===== config.mk =====
export PLATFORM = sky130hd
export DESIGN_NAME = div_seq_flat
export DESIGN_NICKNAME = d
export VERILOG_FILES = /design/src/rtl/div_seq_if.sv /design/src/rtl/div_seq.sv /design/src/flat_wrapper.sv
export SDC_FILE = /design/constraint.sdc
export NUM_CORES = 1
export LEC_CHECK = 0
export ABC_AREA = 1
export ABC_CLOCK_PERIOD_IN_PS = 5550
export CAP_MARGIN = 30
export CORE_MARGIN = 3
export CORE_UTILIZATION = 25
export DETAILED_ROUTE_END_ITERATION = 8
export PLACE_DENSITY_LB_ADDON = 0.15
export RECOVER_POWER = 100
export SYNTH_ARGS = -nofsm -noshare
export SYNTH_HDL_FRONTEND = slang
export SYNTH_SLANG_ARGS = --single-unit

===== constraint.sdc =====
create_clock -name CLK -period 5.55 [get_ports CLK]
set_clock_uncertainty 0.15 [all_clocks]
set_input_delay 1.11 -clock CLK [delete_from_list [all_inputs] [get_ports CLK]]
set_output_delay 1.11 -clock CLK [all_outputs]
set_load 0.005 [all_outputs]

===== src/rtl/div_seq_if.sv =====
// Handshake/data bundle of the sequential divider.
// The master drives the start request and operands; the slave returns the results and status.
interface div_seq_if #(
    parameter int DATA_W = 32
);
    logic              I_EN;
    logic              I_SGN;
    logic [DATA_W-1:0] I_NUM;
    logic [DATA_W-1:0] I_DEN;
    logic [DATA_W-1:0] O_RSL;
    logic [DATA_W-1:0] O_REM;
    logic              O_BUSY;
    logic              O_VLD;
    logic              O_FN;
    logic              O_DZ;
    logic              O_OVF;

    modport master (
        output I_EN, I_SGN, I_NUM, I_DEN,
        input  O_RSL, O_REM, O_BUSY, O_VLD, O_FN, O_DZ, O_OVF
    );

    modport slave (
        input  I_EN, I_SGN, I_NUM, I_DEN,
        output O_RSL, O_REM, O_BUSY, O_VLD, O_FN, O_DZ, O_OVF
    );
endinterface


===== src/rtl/div_seq.sv =====
// Multi-cycle restoring integer divider, signed or unsigned per operation.
// Resolves BPC quotient bits per clock on operand magnitudes, then fixes signs in one final cycle.
// Divide-by-zero skips the iteration entirely; MIN / -1 wraps naturally and raises O_OVF.
module div_seq #(
    parameter int DATA_W = 32,
    parameter int BPC    = 1
) (
    input logic      CLK,
    input logic      RST,
    div_seq_if.slave bus
);
    localparam int N  = DATA_W / BPC;
    localparam int CW = (N > 1) ? $clog2(N) : 1;
    localparam logic [CW-1:0]     CNT_LAST = CW'(N - 1);
    localparam logic [DATA_W-1:0] MIN_VAL  = {1'b1, {(DATA_W-1){1'b0}}};

    if (DATA_W < 4 || (DATA_W % BPC) != 0 || !(BPC == 1 || BPC == 2 || BPC == 4)) begin : g_bad_param
        $error("div_seq: DATA_W must be >= 4 and a multiple of BPC, BPC must be 1, 2 or 4");
    end

    typedef enum logic [1:0] {
        IDLE = 2'd0,
        CALC = 2'd1,
        FIX  = 2'd2
    } state_t;

    // Magnitude of an operand; |MIN| comes out as the unsigned value 2^(DATA_W-1).
    function automatic logic [DATA_W-1:0] mag(input logic [DATA_W-1:0] v, input logic as_signed);
        logic signed [DATA_W-1:0] s;
        s = v;
        if (as_signed && s < 0) begin
            return ~v + DATA_W'(1);
        end
        return v;
    endfunction

    // Two's-complement negation applied only when the sign fix-up calls for it.
    function automatic logic [DATA_W-1:0] cond_neg(input logic [DATA_W-1:0] v, input logic neg);
        return neg ? (~v + DATA_W'(1)) : v;
    endfunction

    state_t            state;
    logic [CW-1:0]     cnt;
    logic              neg_q;      // quotient must be negated
    logic              neg_r;      // remainder must be negated
    logic              dz_q;
    logic              ovf_q;

    // Datapath: numerator magnitude shifts out MSB-first while quotient bits shift in at the LSB.
    logic [DATA_W-1:0] quo_q;
    logic [DATA_W-1:0] acc_q;
    logic [DATA_W-1:0] den_q;
    logic [DATA_W-1:0] num_q;      // raw numerator, returned as remainder on divide-by-zero

    logic [DATA_W-1:0] quo_c;
    logic [DATA_W-1:0] acc_c;
    logic [DATA_W:0]   sh;
    logic [DATA_W:0]   diff;

    logic [DATA_W-1:0] rsl_r;
    logic [DATA_W-1:0] rem_r;
    logic              busy_r;
    logic              vld_r;
    logic              fn_r;
    logic              dz_r;
    logic              ovf_r;

    logic              start;
    logic              den_zero;
    logic              is_ovf;

    assign start    = (state == IDLE) && bus.I_EN;
    assign den_zero = (bus.I_DEN == '0);
    assign is_ovf   = bus.I_SGN && (bus.I_NUM == MIN_VAL) && (bus.I_DEN == '1);

    // BPC restoring steps chained within one clock; the DATA_W+1 bit difference MSB is the borrow.
    always_comb begin
        acc_c = acc_q;
        quo_c = quo_q;
        sh    = '0;
        diff  = '0;
        for (int i = 0; i < BPC; i++) begin
            sh    = {acc_c, quo_c[DATA_W-1]};
            diff  = sh - {1'b0, den_q};
            quo_c = {quo_c[DATA_W-2:0], ~diff[DATA_W]};
            acc_c = diff[DATA_W] ? sh[DATA_W-1:0] : diff[DATA_W-1:0];
        end
    end

    // Operand latch at an accepted start, iteration update while calculating.
    always_ff @(posedge CLK) begin
        if (start) begin
            quo_q <= mag(bus.I_NUM, bus.I_SGN);
            den_q <= mag(bus.I_DEN, bus.I_SGN);
            num_q <= bus.I_NUM;
            acc_q <= '0;
        end else if (state == CALC) begin
            quo_q <= quo_c;
            acc_q <= acc_c;
        end
    end

    // Control FSM with registered result/status outputs; reset aborts any operation at once.
    always_ff @(posedge CLK) begin
        if (RST) begin
            state  <= IDLE;
            cnt    <= '0;
            neg_q  <= 1'b0;
            neg_r  <= 1'b0;
            dz_q   <= 1'b0;
            ovf_q  <= 1'b0;
            rsl_r  <= '0;
            rem_r  <= '0;
            busy_r <= 1'b0;
            vld_r  <= 1'b0;
            fn_r   <= 1'b0;
            dz_r   <= 1'b0;
            ovf_r  <= 1'b0;
        end else begin
            vld_r <= 1'b0;
            case (state)
                IDLE: begin
                    if (bus.I_EN) begin
                        neg_q  <= bus.I_SGN & (bus.I_NUM[DATA_W-1] ^ bus.I_DEN[DATA_W-1]);
                        neg_r  <= bus.I_SGN & bus.I_NUM[DATA_W-1];
                        dz_q   <= den_zero;
                        ovf_q  <= is_ovf;
                        fn_r   <= 1'b0;
                        dz_r   <= 1'b0;
                        ovf_r  <= 1'b0;
                        busy_r <= 1'b1;
                        cnt    <= CNT_LAST;
                        state  <= den_zero ? FIX : CALC;
                    end
                end
                CALC: begin
                    cnt <= cnt - CW'(1);
                    if (cnt == '0) begin
                        state <= FIX;
                    end
                end
                FIX: begin
                    if (dz_q) begin
                        rsl_r <= '1;
                        rem_r <= num_q;
                    end else begin
                        rsl_r <= cond_neg(quo_q, neg_q);
                        rem_r <= cond_neg(acc_q, neg_r);
                    end
                    dz_r   <= dz_q;
                    ovf_r  <= ovf_q;
                    vld_r  <= 1'b1;
                    fn_r   <= 1'b1;
                    busy_r <= 1'b0;
                    state  <= IDLE;
                end
                default: begin
                    state <= IDLE;
                end
            endcase
        end
    end

    assign bus.O_RSL  = rsl_r;
    assign bus.O_REM  = rem_r;
    assign bus.O_BUSY = busy_r;
    assign bus.O_VLD  = vld_r;
    assign bus.O_FN   = fn_r;
    assign bus.O_DZ   = dz_r;
    assign bus.O_OVF  = ovf_r;
endmodule


===== src/flat_wrapper.sv =====
// flat-port wrapper written by rule: the top's interface ports become plain ports
module div_seq_flat 
#(
    parameter int DATA_W = 32,
    parameter int BPC    = 1
)
  (CLK, RST, bus_I_EN, bus_I_SGN, bus_I_NUM, bus_I_DEN, bus_O_RSL, bus_O_REM, bus_O_BUSY, bus_O_VLD, bus_O_FN, bus_O_DZ, bus_O_OVF);
  div_seq_if #(.DATA_W(DATA_W)) bus_i ();
  input logic CLK;
  input logic RST;
  input wire logic [$bits(bus_i.I_EN)-1:0] bus_I_EN;
  input wire logic [$bits(bus_i.I_SGN)-1:0] bus_I_SGN;
  input wire logic [$bits(bus_i.I_NUM)-1:0] bus_I_NUM;
  input wire logic [$bits(bus_i.I_DEN)-1:0] bus_I_DEN;
  output wire logic [$bits(bus_i.O_RSL)-1:0] bus_O_RSL;
  output wire logic [$bits(bus_i.O_REM)-1:0] bus_O_REM;
  output wire logic [$bits(bus_i.O_BUSY)-1:0] bus_O_BUSY;
  output wire logic [$bits(bus_i.O_VLD)-1:0] bus_O_VLD;
  output wire logic [$bits(bus_i.O_FN)-1:0] bus_O_FN;
  output wire logic [$bits(bus_i.O_DZ)-1:0] bus_O_DZ;
  output wire logic [$bits(bus_i.O_OVF)-1:0] bus_O_OVF;
  assign bus_i.I_EN = bus_I_EN;
  assign bus_i.I_SGN = bus_I_SGN;
  assign bus_i.I_NUM = bus_I_NUM;
  assign bus_i.I_DEN = bus_I_DEN;
  assign bus_O_RSL = bus_i.O_RSL;
  assign bus_O_REM = bus_i.O_REM;
  assign bus_O_BUSY = bus_i.O_BUSY;
  assign bus_O_VLD = bus_i.O_VLD;
  assign bus_O_FN = bus_i.O_FN;
  assign bus_O_DZ = bus_i.O_DZ;
  assign bus_O_OVF = bus_i.O_OVF;
  div_seq #(.DATA_W(DATA_W), .BPC(BPC)) u_core (.CLK(CLK), .RST(RST), .bus(bus_i));
endmodule

* Word-level counts from Yosys, hierarchy flattened
Cells that the tools add are included.
Widths: inputs -> output; s select.
** Storage, ports and cells
- Output and inout bits :: 69
- Bits of input ports :: 68
- Bits in registers :: 208
- Word-level logic and storage cells :: 82
** Cells by class
- Bitwise logic cells :: 8
- Add/sub/neg operators :: 6
- Reductions and logical operators :: 15
- Equal/unequal tests :: 6
- Magnitude comparators :: 2
- Multiplexer cells :: 28
** Operators by type and width (count)
- $mux 32 :: 11
- $add 32x1->32 const B :: 4
- $not 32->32 :: 4
- $eq 32x32->1 const B :: 2
- $lt 32x1->1 const B :: 2
- $sub 33x32->33 :: 1
- $logic_not 32->1 :: 1
- $pmux 5 s2 :: 1
- $pmux 1 s2 :: 4
- $reduce_and 2->1 :: 4
- $mux 1 :: 7
- $mux 2 :: 3
- $reduce_bool 2->1 :: 3
- $logic_and 1x1->1 :: 5
- $logic_not 5->1 :: 1
- $mux 5 :: 1
- $sub 5x1->5 const B :: 1
- $ne 2x2->1 const B :: 2
- $pmux 2 s2 :: 1
- $and 1x1->1 :: 2
- $eq 2x1->1 const B :: 1
- $eq 2x2->1 const B :: 1
- $logic_not 2->1 :: 1
- $not 1->1 :: 1
- $xor 1x1->1 :: 1

* Longest topological paths before layout
Gate-level depths: netlist of run 1.
- Word-level depth :: 6
- Gate-level depth with buffers :: 19
- Depth with buffers taken out :: 18

* Worst setup path after synthesis of run 1
OpenSTA, ideal clock, no wires.
- Path kind :: input -> register
- Start point :: input port bus_I_EN
- End point :: register u_core.quo_q[21] (data pin)
- Library setup time :: 357 ps
- Cell stages on the path :: 4
- Buffers on the path :: 1
- Required time :: 5043 ps
- Data arrival time :: 3347 ps
- Setup slack :: 1695 ps
- Path through :: nand2_1 -> clkinv_1 -> clkbuf_1 -> o21ai_0
** On the way
- Longest elaborated chain between the ends :: 2
** RTL lines
- start: declaration :: line flat_wrapper.sv:11 : input wire logic [$bits(bus_i.I_EN)-1:0] bus_I_EN;
- $logic_and 1x1->1 :: line div_seq.sv:72 : assign start = (state == IDLE) && bus.I_EN;
- via u_core.start :: line div_seq.sv:68 : logic start;
- $mux 32 :: line div_seq.sv:92 : if (start) begin
- end signal: assignment :: line div_seq.sv:93 : quo_q <= mag(bus.I_NUM, bus.I_SGN);
- end signal: assignment :: line div_seq.sv:98 : quo_q <= quo_c;
- end: declaration :: line div_seq.sv:50 : logic [DATA_W-1:0] quo_q;
The timed path passes the listed nets, and every way through them passes these cells.
A chain may end at the register's enable or synchronous reset.

* Worst setup path after layout of run 1
- Start point :: input port bus_I_EN
- End point :: register u_core.neg_q
** On the way
- Longest elaborated chain between the ends :: 1
** RTL lines
- $reduce_and 2->1 (no line)
- end signal: assignment :: line div_seq.sv:124 : neg_q <= bus.I_SGN & (bus.I_NUM[DATA_W-1] ^ bus.I_DEN[DATA_W-1]);
- end: declaration :: line div_seq.sv:44 : logic neg_q;
No other way between the ends.

==> flow_summary.yaml, run 1 <==
run_status:
  status: "complete, but fails checks"
  violations: "capacitance limit, slew limit"
synth:
  yosysUniqueCellTypes: 43
  ys_warn_count: 0
  synth_ff_type: "dfxtp_1"
  synthCells: 2144
  synth-seq-area-share_pct: 36.3
  synth_edf_count: 96
  synth-seq-cells: 208
  synth_nets: 2252
  syn_area_per_cell_sq_um: 6.58
  async_reset_ff_share_pct: 0
  synth_area_sq_um: 14100
cts:
  cts_tree: "yes"
  cts_htree_levels: 1
  path_clk_slew_ns: 0.06
  hold_buffers: 0
  cts_setup_buffers: 0
  cts_buffers: 27
  cts.repair.resized: 0
  clkSinkCount: 208
  clock_latency_ns: 0.58
  clock_path_buffers: 3
  root_buffer: "clkbuf_16"
setup_path:
  critPathSlowestCell: "clkbuf_1"
  critPathMaxStageDelay_ns: 1.40
  worstSetupStartpoint: "bus_I_EN"
  r2r_setup_slack_ns: 1.35
  path_cells: "dlygate4sd3_1 > nand2_1 > clkinvlp_2 > clkbuf_1 > nand3_1 > o211ai_1 > a31oi_1"
  worst_setup_path_start_kind: "primary input"
  r2r_end: "u_core.quo_q[0]"
  endpoint: "u_core.neg_q"
  required_ns: 5.77
  path_class: "in -> reg"
  critPathCaptureType: "flop"
  r2r_cells: 16
  arrival_ns: 4.47
  critPathBufInv: 3
  crit_family: "buffers and inverters"
  crit_fanout: 31
  reg2reg_from: "u_core.quo_q[31]"
  worstSetupPathDepth: 7
drt:
  drtIter0Drc: 990
  num_vias: 14000
  drc: 0
  routed_wl_um: 51800
  final_antenna_net_count: 0
  dr.pass1.iters: 7
  routedWlPerCell_um: 17.1
  avgViaCountPerCell: 4.63
pwr:
  switching_share_pct: 44.7
  ir_drop_v: 0.000196
  switching_power_mw: 3.10
  seqPwrFrac_pct: 30.2
  p_leak_nw: 8.20
  clockPowerShare_pct: 25.1
  power_frac_comb_pct: 44.6
  p_per_area_nw_per_um2: 406
  intPower_mw: 3.84
floorplanning:
  io_pins: 137
  die-area_sq_um: 59300
  start_util_pct: 25.4
  core_sq_um: 55500
  die_w_um: 244
  fp.dieH_um: 244
  num_rows: 86
place:
  routabilityCongestion: 0.898
  dp_hpwl_um: 40800
  numPortBuffers: 136
timing:
  max_slew_margin_pct: -52.9
  fmax_mhz: 235
  hold-worst-slack_ns: 0.312
  period_needed_ns: 4.26
  fin_tns_setup_ns: 0
  drv_slew: 146
  setup_viol: 0
  rsz0062_at_grt: "false"
  finalHoldViolations: 0
  tightestPinTransition_ns: 2.29
  fin_crit_sh_pct: 76.7
hold_path:
  hold_path_class: "reg -> reg"
global_route:
  grt_max_degree: 54
  antenna_found_initial: 1
  grt_pass1_vias: 13400
  globalRouteOverflowTotal: 0
  grt_usage_pct: 17.2
  grt_pass1_wl_um: 80000
final_layout:
  final_nets: 2369
  area_growth_pct: 21.1
  drive_above_1_share_pct: 2.76
  finish.utilization_pct: 30.8
job:
  max_cap_violations: 4
## power by group through the flow
| stage | sequential (mW) | clock [mW] | combinational (mW) |
|---|---|---|---|
| 6_report | 2.10 | 1.75 | 3.10 |
| 5_1_grt | 2.13 | 1.86 | 3.55 |
| 4_1_cts | 2.11 | 1.81 | 3.11 |
| 3_5_place_dp | 2.14 | 0 | 3.09 |
| 3_3_place_gp | 2.14 | 0 | 3.08 |
| 2_1_floorplan | 2.02 | 0 | 2.21 |
## cell families after synthesis
| family | share of synthesized area, % |
|---|---|
| adders and majority gates | 3.60 |
| and+or+nand+nor | 34.6 |
| DFF | 36.3 |
| AOI/OAI and AO/OA | 9.32 |
| xor gates and xnor gates | 4.65 |
| buffers and inverters | 11.6 |
## stage by stage
stage | worst slack [ns] | cells | power (mW) | instance area, sq um
after floorplan | 1.70 | 2144 | 4.24 | 14100
after global placement | 1.48 | 2980 | 5.22 | 16300
after detailed placement | 1.44 | 2980 | 5.23 | 16300
after CTS | 2.05 | 3030 | 7.02 | 17100
after global routing | 0.939 | 3031 | 7.54 | 17100
final | 1.29 | 3031 | 6.95 | 17100
## layout make-up
type	instances	area [sq um]
Antenna cell	1	2.50
Clock inverter	11	123
Multi-Input combinational cell	1509	7350
Tap cell	748	936
Fill cell	6227	38400
Inverter	365	1370
Sequential cell	208	5120
Timing Repair Buffer	150	1440
Clock buffer	39	741
## registers in the layout (all words and copies together) (netlist names), 2 cells and up
register / flops
u_core.acc_q: 32
u_core.bus.O_REM: 32
u_core.bus.O_RSL: 32
u_core.cnt: 5
u_core.den_q: 32
u_core.num_q: 32
u_core.quo_q: 32
u_core.state: 2
## cell usage in the layout (no fill, tap or decap), types with 2 or more instances in the layout
cell type | netlist | layout
xor2_1 | 62 | 62
buf_4 | 3 | 8
nand3_1 | 205 | 205
nand3b_1 | 5 | 5
o211ai_1 | 7 | 7
dlygate4sd3_1 | 0 | 105
clkbuf_16 | 0 | 27
and2_1 | 7 | 7
nor2_4 | 0 | 2
a21oi_1 | 53 | 53
clkbuf_8 | 0 | 2
inv_1 | 362 | 362
nor4_1 | 11 | 11
edfxtp_1 | 96 | 96
nor2_1 | 199 | 196
o221ai_1 | 14 | 14
a31oi_1 | 29 | 29
clkinv_4 | 0 | 2
o31ai_1 | 3 | 3
nor3_1 | 22 | 23
o21ai_0 | 102 | 102
nand4_1 | 34 | 34
dfxtp_1 | 112 | 112
clkdlybuf4s50_1 | 0 | 30
or2_2 | 5 | 5
ha_1 | 39 | 39
xnor2_1 | 13 | 13
nand2_1 | 665 | 669
a211oi_1 | 2 | 2
clkinv_2 | 0 | 2
nand2_2 | 5 | 2
o21bai_1 | 2 | 2
a22o_1 | 10 | 10
bufinv_16 | 0 | 2
nor2_2 | 3 | 4
clkinv_1 | 3 | 6
clkbuf_1 | 45 | 15
## layer usage
| layer | global-route usage [%] | part of all wire [%] |
|---|---|---|
| met1 | 24.3 | 48 |
| met2 | 27.7 | 45 |
| met3 | 2.64 | 5.5 |
| met4 | 3.56 | 1.8 |
| met5 | 0 | 0 |
## synth_stat cells (4+ instances only)
library cell	n	area share [%]
nand4_1	34	1.5
a21oi_1	53	1.9
nand3_1	205	7.3
nor4_1	11	0.49
inv_1	362	9.6
buf_2	9	0.32
nand3b_1	5	0.27
a31oi_1	29	1.3
a22o_1	10	0.62
o221ai_1	14	0.87
or2_2	5	0.22
and2_1	7	0.31
nand2_2	5	0.22
o21ai_0	102	3.6
ha_1	39	3.5
clkbuf_1	45	1.2
edfxtp_1	96	20
dfxtp_1	112	16
buf_1	4	0.11
xor2_1	62	3.8
nor2_1	199	5.3
o211ai_1	7	0.37
nor3_1	22	0.78
xnor2_1	13	0.81
nand2_1	665	18
## worst min-delay path: cells and delay by family, from the launching register on
kind	cells	cell delay, ns
DFF	1	0.31
and+or+nand+nor	1	0.06
AOI/OAI and AO/OA	1	0.05
## worst min-delay path by stage
stage / start / to / cells past startpoint
after floorplan: u_core.ovf_q / u_core.bus.O_OVF / 1
after global placement: u_core.bus.O_BUSY / u_core.bus.O_BUSY / 2
after detailed placement: u_core.bus.O_BUSY / u_core.bus.O_BUSY / 2
after CTS: u_core.bus.O_BUSY / u_core.bus.O_BUSY / 2
after global routing: u_core.bus.O_REM[0] / u_core.bus.O_REM[0] / 2
final: u_core.bus.O_BUSY / u_core.bus.O_BUSY / 2
No activity file was read; power rests on OpenSTA's default activity.
==> inputs of run 2 (changes only) <==
--- a/config.mk
+++ b/config.mk
@@ -6,7 +6,7 @@
 export NUM_CORES = 1
 export LEC_CHECK = 0
 export ABC_AREA = 1
-export ABC_CLOCK_PERIOD_IN_PS = 5550
+export ABC_CLOCK_PERIOD_IN_PS = 3470
 export CAP_MARGIN = 30
 export CORE_MARGIN = 3
 export CORE_UTILIZATION = 25
==> constraint.sdc (replaced) <==
create_clock -name CLK -period 3.47 [get_ports CLK]
set_clock_uncertainty 0.15 [all_clocks]
set_input_delay 0.694 -clock CLK [delete_from_list [all_inputs] [get_ports CLK]]
set_output_delay 0.694 -clock CLK [all_outputs]
set_load 0.005 [all_outputs]
==> run 2 against run 1 <==
Effect of this change: the flow still finishes with violations (capacitance limit, slew limit); total power grew 64%; non-clock buffer count grew 30; die area is the same; final area grew 1.3%; utilization grew 0.41 points; critical path depth shrank 2; global-route usage grew 0.27 points; combinational power grew 65%; sequential cell count is the same; via count grew 0.93%; sequential share of layout area shrank 0.39 points; critical path type unchanged; critical endpoint is now u_core.quo_q[31]; largest power group unchanged; highest routed layer unchanged.
==> flow_summary.yaml, run 2 (synthesis results as in run 1) <==
place:
  placed_area_sq_um: 16500
  dp_hpwl_um: 42100
  routabilityCongestion: 0.895
  dp_slack_ns: 0.144
  dp_cells: 3010
  numPortBuffers: 136
global_route:
  globalRouteOverflowTotal: 0
  grt_max_degree: 44
  grt_pass1_wl_um: 81100
  met2_usage_pct: 28.1
  antenna_found_initial: 0
  grt_util_met1_pct: 25.1
  use_met3_pct: 2.01
  grt_pass1_vias: 13700
  grt.busiest_layer: "met2"
  grt_usage_pct: 17.4
hold_path:
  hold_path_class: "in -> reg"
timing:
  fin_tns_setup_ns: 0
  fin_crit_sh_pct: 86.8
  finalHoldViolations: 0
  tightestPinTransition_ns: 1.76
  fmax_mhz: 332
  rsz0062_at_grt: "false"
  setup_viol: 0
  max_slew_margin_pct: -17.1
  period_needed_ns: 3.01
  hold-worst-slack_ns: 0.172
  drv_slew: 39
  worst_slack_ns: 0.458
cts:
  cts_tree: "yes"
  cts_htree_levels: 1
  hold_buffers: 0
  cts_setup_buffers: 0
  clock_latency_ns: 0.57
  cts.repair.resized: 0
  path_clk_slew_ns: 0.06
  clock_path_buffers: 3
  root_buffer: "clkbuf_16"
  cts_buffers: 27
  clkSinkCount: 208
pwr:
  report.power.total_mw: 11.4
  ir_drop_v: 0.000333
  p_leak_nw: 8.35
  p_per_area_nw_per_um2: 656
drt:
  routed_wl_um: 52600
  num_vias: 14200
  final_antenna_net_count: 0
  avgViaCountPerCell: 4.63
  routedWlPerCell_um: 17.2
  dr.pass1.iters: 5
  drtIter0Drc: 1081
  drc: 0
setup_path:
  critPathCaptureType: "flop"
  arrival_ns: 3.17
  worst_setup_path_start_kind: "primary input"
  required_ns: 3.63
  crit_fanout: 26
  r2r_setup_slack_ns: 0.52
  path_class: "in -> reg"
final_layout:
  antenna_cells: 0
  final_area_sq_um: 17300
  drive_above_1_share_pct: 3.85
  final_nets: 2399
  fin_cells: 3060
  final_common_cell: "nand2_1"
  finish.utilization_pct: 31.2
  area_growth_pct: 22.7
  final_cell_mix: "nand2_1 (668), inv_1 (362), nand3_1 (205), nor2_1 (198), dfxtp_1 (112)"
floorplanning:
  core_sq_um: 55500
  num_rows: 86
  io_pins: 137
  die_w_um: 244
  start_util_pct: 25.4
  fp.dieH_um: 244
  die-area_sq_um: 59300
job:
  max_cap_violations: 1
run_status:
  status: "complete, but fails checks"
  violations: "capacitance limit, slew limit"
## run 2: cell count changes in the layout (fill, tap and decap cells not counted), sizes merged
cell	previous run	this run
buf	9	33
clkinv	10	14
clkdlybuf4s50	30	33
dlygate4sd3	105	102
bufinv	2	4
clkbuf	45	44
diode	1	0
inv	363	364
## run 2: cell type report
cell class	count	area [sq um]
fillers	6212	38200
multi-input cells	1509	7340
flip-flops and latches	208	5120
repair buffers	180	1650
inverters	365	1370
well taps	748	936
clock buffers	32	694
clock inverters	18	199
## run 2: where the power goes
part / internal (mW) / switching [mW] / total (mW) / leakage [nW]
clock network: 1.73 / 1.17 / 2.90 / 0.438
logic: 1.61 / 3.50 / 5.10 / 6.08
registers: 2.96 / 0.402 / 3.36 / 1.84
## run 2: worst paths after layout
kind / depth (start not counted) / end / start
worst max-delay path: 5 / u_core.quo_q[31] / bus_I_EN
worst max register to register: 14 / u_core.quo_q[0] / u_core.acc_q[0]
worst min register to register: 2 / u_core.bus.O_BUSY / u_core.bus.O_BUSY
worst min-delay path: 2 / u_core.bus.O_DZ / RST
## run 2: critical path, stage by stage
cell and delay [ns]:
dlygate4sd3_1 0.60, nand2_1 0.14, clkinvlp_2 0.75, buf_4 0.55
o21ai_0 0.44
## run 2: routing by layer
metal	share of wire [%]	wire length [um]
met1	49	25700
met2	44	23300
met3	5.1	2690
met4	1.8	962
met5	0	0
